**config.mk**
```make
export PLATFORM = sky130hd
export DESIGN_NAME = mbist_march_ctrl
export DESIGN_NICKNAME = d
export VERILOG_FILES = /design/src/rtl/mbist_pkg.sv /design/src/rtl/mbist_checker.sv /design/src/rtl/mbist_march_ctrl.sv
export SDC_FILE = /design/constraint.sdc
export NUM_CORES = 1
export LEC_CHECK = 0
export ABC_AREA = 1
export CAP_MARGIN = 20
export CORE_MARGIN = 3
export CORE_UTILIZATION = 56
export CTS_BUF_LIST = sky130_fd_sc_hd__clkbuf_8
export CTS_CLUSTER_DIAMETER = 100
export DETAILED_ROUTE_END_ITERATION = 6
export GPL_ROUTABILITY_DRIVEN = 0
export GPL_TIMING_DRIVEN = 1
export PLACE_DENSITY = 0.86
export SKIP_LAST_GASP = 1
export SLEW_MARGIN = 20
export SYNTH_ARGS = -nofsm -noshare
export SYNTH_HDL_FRONTEND = slang
export SYNTH_SLANG_ARGS = --single-unit
```
**constraint.sdc**
```tcl
create_clock -name clk -period 2.8 [get_ports clk]
set_input_delay 0.7 -clock clk [delete_from_list [all_inputs] [get_ports clk]]
set_output_delay 0.7 -clock clk [all_outputs]
set_load 0.005 [all_outputs]
```
**src/rtl/mbist_pkg.sv**
```systemverilog
// ---------------------------------------------------------------------------
// mbist_pkg
// Shared types and constant tables for the March C- MBIST controller.
//   - op_t    : per-cycle memory operation issued to the SRAM
//   - state_t : controller FSM state
//   - elem_t  : March element index (0..NUM_ELEM-1)
//   - helper functions describing each March C- element: sweep direction,
//     number of ops per address, and the op code for a given op slot.
// ---------------------------------------------------------------------------
package mbist_pkg;

    typedef enum logic [2:0] {
        OP_W0,
        OP_W1,
        OP_R0,
        OP_R1,
        OP_NONE
    } op_t;

    typedef enum logic [1:0] {
        ST_IDLE,
        ST_RUN,
        ST_DRAIN,
        ST_DONE
    } state_t;

    localparam int NUM_ELEM = 6;

    typedef logic [2:0] elem_t;

    localparam elem_t LAST_ELEM = elem_t'(NUM_ELEM - 1);

    // March C-:  up(w0) up(r0,w1) up(r1,w0) down(r0,w1) down(r1,w0) up(r0)
    function automatic logic elem_is_down(input elem_t elem);
        logic down;
        unique case (elem)
            3'd3, 3'd4: down = 1'b1;
            default:    down = 1'b0;
        endcase
        return down;
    endfunction

    function automatic logic [1:0] elem_nops(input elem_t elem);
        logic [1:0] nops;
        unique case (elem)
            3'd0, 3'd5: nops = 2'd1;
            default:    nops = 2'd2;
        endcase
        return nops;
    endfunction

    // True when op slot idx is the final op applied at one address.
    function automatic logic elem_last_op(input elem_t elem, input logic idx);
        return (elem_nops(elem) == 2'd1) || idx;
    endfunction

    function automatic op_t elem_op(input elem_t elem, input logic idx);
        op_t op;
        unique case (elem)
            3'd0:    op = OP_W0;
            3'd1:    op = idx ? OP_W1 : OP_R0;
            3'd2:    op = idx ? OP_W0 : OP_R1;
            3'd3:    op = idx ? OP_W1 : OP_R0;
            3'd4:    op = idx ? OP_W0 : OP_R1;
            3'd5:    op = OP_R0;
            default: op = OP_NONE;
        endcase
        return op;
    endfunction

endpackage

```
**src/rtl/mbist_checker.sv**
```systemverilog
// ---------------------------------------------------------------------------
// mbist_checker
// Read-compare pipeline for the March controller. Each issued read carries
// {valid, addr, elem, expected} down an RD_LAT-deep shift so that it lines
// up with the SRAM data returning on mem_dout RD_LAT cycles later.
//
// Ports:
//   clk, rst_n          clock, asynchronous active-low reset
//   clr                 synchronous clear of results (new run accepted)
//   iss_vld             a read is issued this cycle
//   iss_addr/elem/exp   address, March element and expected data of it
//   mem_dout            SRAM read data
//   fail                sticky mismatch flag for the current run
//   fail_count          saturating count of mismatching reads
//   fail_addr/elem      location of the first mismatch
//   fail_exp/act        expected and actual data of the first mismatch
// ---------------------------------------------------------------------------
module mbist_checker
    import mbist_pkg::*;
#(
    parameter int AW     = 8,
    parameter int WLEN   = 4,
    parameter int RD_LAT = 2,
    parameter int CNT_W  = 8
) (
    input  logic             clk,
    input  logic             rst_n,
    input  logic             clr,
    input  logic             iss_vld,
    input  logic [AW-1:0]    iss_addr,
    input  elem_t            iss_elem,
    input  logic [WLEN-1:0]  iss_exp,
    input  logic [WLEN-1:0]  mem_dout,
    output logic             fail,
    output logic [CNT_W-1:0] fail_count,
    output logic [AW-1:0]    fail_addr,
    output elem_t            fail_elem,
    output logic [WLEN-1:0]  fail_exp,
    output logic [WLEN-1:0]  fail_act
);

    logic [RD_LAT-1:0] pipe_vld;
    logic [AW-1:0]     pipe_addr [RD_LAT];
    elem_t             pipe_elem [RD_LAT];
    logic [WLEN-1:0]   pipe_exp  [RD_LAT];

    logic              chk_vld;
    logic              mismatch;

    // Valid bits carry control meaning and are cleared by reset; the payload
    // is only ever looked at alongside its valid, so it needs no reset.
    always_ff @(posedge clk or negedge rst_n) begin
        if (!rst_n) begin
            pipe_vld <= '0;
        end else begin
            pipe_vld[0] <= iss_vld;
            for (int i = 1; i < RD_LAT; i++) begin
                pipe_vld[i] <= pipe_vld[i-1];
            end
        end
    end

    always_ff @(posedge clk) begin
        pipe_addr[0] <= iss_addr;
        pipe_elem[0] <= iss_elem;
        pipe_exp[0]  <= iss_exp;
        for (int i = 1; i < RD_LAT; i++) begin
            pipe_addr[i] <= pipe_addr[i-1];
            pipe_elem[i] <= pipe_elem[i-1];
            pipe_exp[i]  <= pipe_exp[i-1];
        end
    end

    assign chk_vld  = pipe_vld[RD_LAT-1];
    assign mismatch = chk_vld && (mem_dout != pipe_exp[RD_LAT-1]);

    always_ff @(posedge clk or negedge rst_n) begin
        if (!rst_n) begin
            fail       <= 1'b0;
            fail_count <= '0;
            fail_addr  <= '0;
            fail_elem  <= '0;
            fail_exp   <= '0;
            fail_act   <= '0;
        end else if (clr) begin
            fail       <= 1'b0;
            fail_count <= '0;
            fail_addr  <= '0;
            fail_elem  <= '0;
            fail_exp   <= '0;
            fail_act   <= '0;
        end else if (mismatch) begin
            fail <= 1'b1;
            if (fail_count != '1) begin
                fail_count <= fail_count + CNT_W'(1);
            end
            // Only the first mismatch of a run is recorded; fail is still
            // low during that cycle.
            if (!fail) begin
                fail_addr <= pipe_addr[RD_LAT-1];
                fail_elem <= pipe_elem[RD_LAT-1];
                fail_exp  <= pipe_exp[RD_LAT-1];
                fail_act  <= mem_dout;
            end
        end
    end

endmodule

```
**src/rtl/mbist_march_ctrl.sv**
```systemverilog
// ---------------------------------------------------------------------------
// mbist_march_ctrl
// March C- MBIST initiator for a WCOUNT x WLEN single-port SRAM. Issues one
// memory op per cycle with no bubbles, compares read data through a
// latency-matched pipeline and reports pass/fail plus first-failure details.
//
// Ports:
//   clk, rst_n      clock, asynchronous active-low reset
//   start           one-cycle pulse; starts a run from IDLE or DONE
//   busy            run or drain in progress
//   done            run complete, results valid until next start
//   fail            sticky mismatch flag
//   fail_count      saturating mismatch count
//   fail_addr/elem  first-failure address and March element
//   fail_exp/act    first-failure expected / actual data
//   mem_addr/din/we SRAM address, write data, write enable
//   mem_dout        SRAM read data
// ---------------------------------------------------------------------------
module mbist_march_ctrl
    import mbist_pkg::*;
#(
    parameter int              WCOUNT = 256,
    parameter int              WLEN   = 4,
    parameter int              RD_LAT = 2,
    parameter logic [WLEN-1:0] BG     = '0,
    parameter int              CNT_W  = 8,
    localparam int             AW     = $clog2(WCOUNT)
) (
    input  logic             clk,
    input  logic             rst_n,
    input  logic             start,
    output logic             busy,
    output logic             done,
    output logic             fail,
    output logic [CNT_W-1:0] fail_count,
    output logic [AW-1:0]    fail_addr,
    output logic [2:0]       fail_elem,
    output logic [WLEN-1:0]  fail_exp,
    output logic [WLEN-1:0]  fail_act,
    output logic [AW-1:0]    mem_addr,
    output logic [WLEN-1:0]  mem_din,
    output logic             mem_we,
    input  logic [WLEN-1:0]  mem_dout
);

    localparam int              DW       = $clog2(RD_LAT + 1) + 1;
    localparam logic [AW-1:0]   ADDR_MAX = AW'(WCOUNT - 1);

    state_t          state;
    state_t          state_next;

    elem_t           elem;
    logic [AW-1:0]   addr;
    logic            op_idx;
    logic [DW-1:0]   drain_cnt;

    op_t             op;
    logic            down;
    logic            last_op;
    logic            last_addr;
    logic            run_end;
    logic            start_ok;

    logic            iss_vld;
    logic [WLEN-1:0] iss_exp;

    // -----------------------------------------------------------------------
    // FSM
    // -----------------------------------------------------------------------
    always_ff @(posedge clk or negedge rst_n) begin
        if (!rst_n) begin
            state <= ST_IDLE;
        end else begin
            state <= state_next;
        end
    end

    always_comb begin
        op        = elem_op(elem, op_idx);
        down      = elem_is_down(elem);
        last_op   = elem_last_op(elem, op_idx);
        last_addr = down ? (addr == '0) : (addr == ADDR_MAX);
        run_end   = last_op && last_addr && (elem == LAST_ELEM);
        start_ok  = start && ((state == ST_IDLE) || (state == ST_DONE));

        state_next = state;
        unique case (state)
            ST_IDLE:  if (start)   state_next = ST_RUN;
            ST_RUN:   if (run_end) state_next = ST_DRAIN;
            ST_DRAIN: if (drain_cnt == DW'(RD_LAT)) state_next = ST_DONE;
            ST_DONE:  if (start)   state_next = ST_RUN;
            default:  state_next = ST_IDLE;
        endcase
    end

    assign busy = (state == ST_RUN) || (state == ST_DRAIN);
    assign done = (state == ST_DONE);

    // -----------------------------------------------------------------------
    // Address / op / element sequencing. Moving to the next element loads
    // that element's starting address in the same edge, so there is no
    // idle cycle between elements.
    // -----------------------------------------------------------------------
    always_ff @(posedge clk or negedge rst_n) begin
        if (!rst_n) begin
            elem      <= '0;
            addr      <= '0;
            op_idx    <= 1'b0;
            drain_cnt <= '0;
        end else if (start_ok) begin
            elem      <= '0;
            addr      <= '0;
            op_idx    <= 1'b0;
            drain_cnt <= '0;
        end else if (state == ST_RUN) begin
            if (!last_op) begin
                op_idx <= 1'b1;
            end else begin
                op_idx <= 1'b0;
                if (!last_addr) begin
                    addr <= down ? (addr - AW'(1)) : (addr + AW'(1));
                end else if (elem != LAST_ELEM) begin
                    elem <= elem + 3'd1;
                    addr <= elem_is_down(elem + 3'd1) ? ADDR_MAX : '0;
                end
            end
        end else if (state == ST_DRAIN) begin
            drain_cnt <= drain_cnt + DW'(1);
        end
    end

    // -----------------------------------------------------------------------
    // SRAM drive. Decoded from the state register so that an asynchronous
    // reset drops mem_we immediately.
    // -----------------------------------------------------------------------
    always_comb begin
        mem_addr = '0;
        mem_din  = '0;
        mem_we   = 1'b0;
        iss_vld  = 1'b0;
        iss_exp  = '0;
        if (state == ST_RUN) begin
            mem_addr = addr;
            unique case (op)
                OP_W0: begin
                    mem_we  = 1'b1;
                    mem_din = BG;
                end
                OP_W1: begin
                    mem_we  = 1'b1;
                    mem_din = ~BG;
                end
                OP_R0: begin
                    iss_vld = 1'b1;
                    iss_exp = BG;
                end
                OP_R1: begin
                    iss_vld = 1'b1;
                    iss_exp = ~BG;
                end
                default: ;
            endcase
        end
    end

    // -----------------------------------------------------------------------
    // Compare pipeline and result capture
    // -----------------------------------------------------------------------
    mbist_checker #(
        .AW     (AW),
        .WLEN   (WLEN),
        .RD_LAT (RD_LAT),
        .CNT_W  (CNT_W)
    ) u_checker (
        .clk        (clk),
        .rst_n      (rst_n),
        .clr        (start_ok),
        .iss_vld    (iss_vld),
        .iss_addr   (addr),
        .iss_elem   (elem),
        .iss_exp    (iss_exp),
        .mem_dout   (mem_dout),
        .fail       (fail),
        .fail_count (fail_count),
        .fail_addr  (fail_addr),
        .fail_elem  (fail_elem),
        .fail_exp   (fail_exp),
        .fail_act   (fail_act)
    );

endmodule

```
==> metrics <==
synth warn=0; DP Cell Count=533; total CTS buffers=9; fmax=349.0 MHz; sequential area share after synthesis=0.4610; Commonest cells post-synth=nand2_1 (119), inv_1 (48), nand3_1 (47); first-pass GRT wire length=roughly 13 mm; htree depth=3; Clock power frac=0.163; Max Slew Vio Count=0; Crit path required time=3.07 ns; post-synthesis simple-gate area fraction=0.3147; total of max-cap violations=0; CTS tree=yes; Worst Clk Skew=0.01351 ns; combinational share of power=0.530; post-synthesis cell area=~0.0034 sq mm; Synth area leader=dfrtp_1; Tot GR Track Use=0.2321; Leak Pwr=2.237 nW; worst slew pin tran=between 0.5 and 0.6 ns; P per Cell Area=1206 mW/mm^2; final core utilization=0.7581; vias in the first global route=2,929; main area contributors after synthesis=dfrtp_1 (32%), dfxtp_1 (14%), nand2_1 (13%); GR Overflow Total=0; status=finished with violations; Vias=3,087; switch share=0.4251; clock sink total=68; failing checks=negative setup slack; Detailed Route WL=8.159 mm; post-synthesis compound-gate area fraction=0.05616; chip height=84.27 um; fin crit share=1.023; internal power=approximately 3.0 mW; final setup fails=1; Core Area=about 0.0057 sq mm; RSZ-0062 raised after global routing=true; Distinct cells, synth=37; n_diodes=0; DP HPWL=between 5 and 6 mm; net count after synthesis=around 450; Final TNS setup=-0.06544 ns; crit path kind=flip-flop to flip-flop; Die Area=between 0.007 and 0.008 sq mm; Reg clk slew, reported paths=0.09 ns; Post-Syn Instances=422; antenna violations before repair=0; DR iter-0 viols=313; post-synthesis adder-cell area fraction=0.06783; row cnt=27; Initial Util=0.6009; Reg power frac=0.307; CP arrival=3.13 ns; share of flip-flops with an asynchronous set or reset=0.6471; Hold Violations, Final=0; Final min period=2.865 ns; clk root buf=clkbuf_8; post-DR wirelength/cell=approximately 14 um; Min Hold Slack=0.2493 ns; Antenna Nets Post-Route=0; io pins=50; Final Worst Setup Slack=-0.06544 ns; # DRC=0; largest net degree at the start of global routing=31; mux cell area share after synthesis=0; number of synthesized flops with an enable pin=0; Worst slew margin=0.6000; Syn Area/Cell=8.130 sq um; PortBufs=49; Die Wd=84.27 um; predominant post-synthesis flop cell=dfrtp_1; Worst VDD drop=0.7335 mV; area grow syn2layout=26.15%; Post-CTS Hold Buffers=0; CP max FO=4; Seq cells post-synth=68; via density per instance=about 5.4; Max Buffers Root-to-Sink=2; layout cells sized above 1=0.1694; clk_lat worst skew=0.35 ns; Layout Nets=516; share of the synthesized area in the top cell type=0.3209; most common cell in the netlist=nand2_1; DR pass1 iterations=7; largest family of logic cells by synthesized area=simple AND/OR/NAND/NOR gates; Hold Path Class=input port to async pin; Startpoint Class=flip-flop; Synth Area in XOR/XNOR=0.01021; Psw=2.219 mW; final cell count without fillers=568; Critical Path End Type=flip-flop
[routing by layer]
metal,track usage,vias to the layer above,part of all wire
met4,0.1199,0,0.036
met2,0.3902,133,0.49
li1,-,1478,-
met1,0.2777,1442,0.41
met3,0.05201,34,0.067
met5,0,-,0
[cell usage in the layout, fill, tap and decap left out, types with 16 or more instances in the layout]
cell,instances
buf_4,25
clkdlybuf4s50_1,47
ha_1,16
nand2_1,118
dfxtp_1,24
nor2_1,30
dfrtp_1,44
nand3_1,46
inv_1,44
[power by group through the flow]
stage / combinational (mW) / sequential, mW / clock, mW
after detailed placement: 2.26 / 1.62 / 0
after global routing: 3.07 / 1.65 / 0.896
after global placement: 2.19 / 1.60 / 0
after CTS: 2.61 / 1.59 / 0.847
after floorplan: 1.66 / 1.54 / 0
final: 2.77 / 1.60 / 0.851
[sequential cells by signal, indices dropped and copies added (netlist names), 3 cells and up]
| register | cells |
|---|---|
| u_checker.pipe_addr | 16 |
| addr | 8 |
| u_checker.fail_addr | 8 |
| u_checker.fail_count | 8 |
| u_checker.pipe_elem | 6 |
| u_checker.fail_act | 4 |
| drain_cnt | 3 |
| elem | 3 |
| u_checker.fail_elem | 3 |
[critical path, stage by stage, from the launching register on]
cell,delay (ns)
dfrtp_1,0.41
inv_2,0.12
ha_4,0.15
inv_2,0.05
nand2_4,0.09
o21ai_2,0.08
nand3_2,0.10
o21ai_2,0.07
buf_4,0.13
buf_4,0.12
buf_4,0.12
buf_4,0.11
buf_4,0.12
buf_4,0.13
buf_4,0.13
buf_4,0.12
buf_4,0.12
buf_4,0.13
buf_4,0.13
buf_4,0.12
buf_4,0.13
nor2_1,0.12
[per-stage QoR]
stage	power, mW	area (sq um)	setup WS (ns)
3_3_place_gp	3.784	3936	0.2259
3_5_place_dp	3.879	3936	0.1174
6_report	5.221	4328	-0.06544
2_1_floorplan	3.192	3431	0.8092
4_1_cts	5.045	4290	0.001232
5_1_grt	5.613	4328	-0.1439
[final cells by class]
class,count,area (sq um)
clock inverters,6,71.32
flip-flops and latches,68,1582
multi-input cells,287,1578
inverters,51,193.9
repair buffers,74,675.6
well taps,72,90.09
clock buffers,10,137.6
fillers,366,1381
[final timing paths]
kind	endpoint	depth (start not counted)	slack, ns	from
min	addr[6]$_DFFE_PN0P_	1	0.25	rst_n
max	u_checker.pipe_vld[0]$_DFF_PN0_	21	-0.07	elem[0]$_DFFE_PN0P_
min in group clk	u_checker.pipe_addr[0][8]$_DFF_P_	0	0.33	u_checker.pipe_addr[0][0]$_DFF_P_
max in group asynchronous	u_checker.fail_act[3]$_DFFE_PN0P_	2	1.81	rst_n
min reg2reg	u_checker.pipe_addr[0][8]$_DFF_P_	0	0.33	u_checker.pipe_addr[0][0]$_DFF_P_
max reg2reg	u_checker.pipe_vld[0]$_DFF_PN0_	21	-0.07	elem[0]$_DFFE_PN0P_
[what timing repair did]
| action | in CTS | in global routing |
|---|---|---|
| setup endpoints to repair | 2 | 6 |
| pin swaps | 0 | 1 |
| cloned | 0 | 0 |
| gates resized for setup | 7 | 8 |
| buffers inserted | 17 | 2 |
[logic make-up (layout without fill, tap and decap cells)]
kind of cell,Yosys count,after routing
xor+xnor,4,4
flops,68,68
buf+inv,67,141
fa+ha+maj,18,18
compound gates,31,31
simple gates,234,234
No activity file was read; power rests on OpenSTA's default activity.
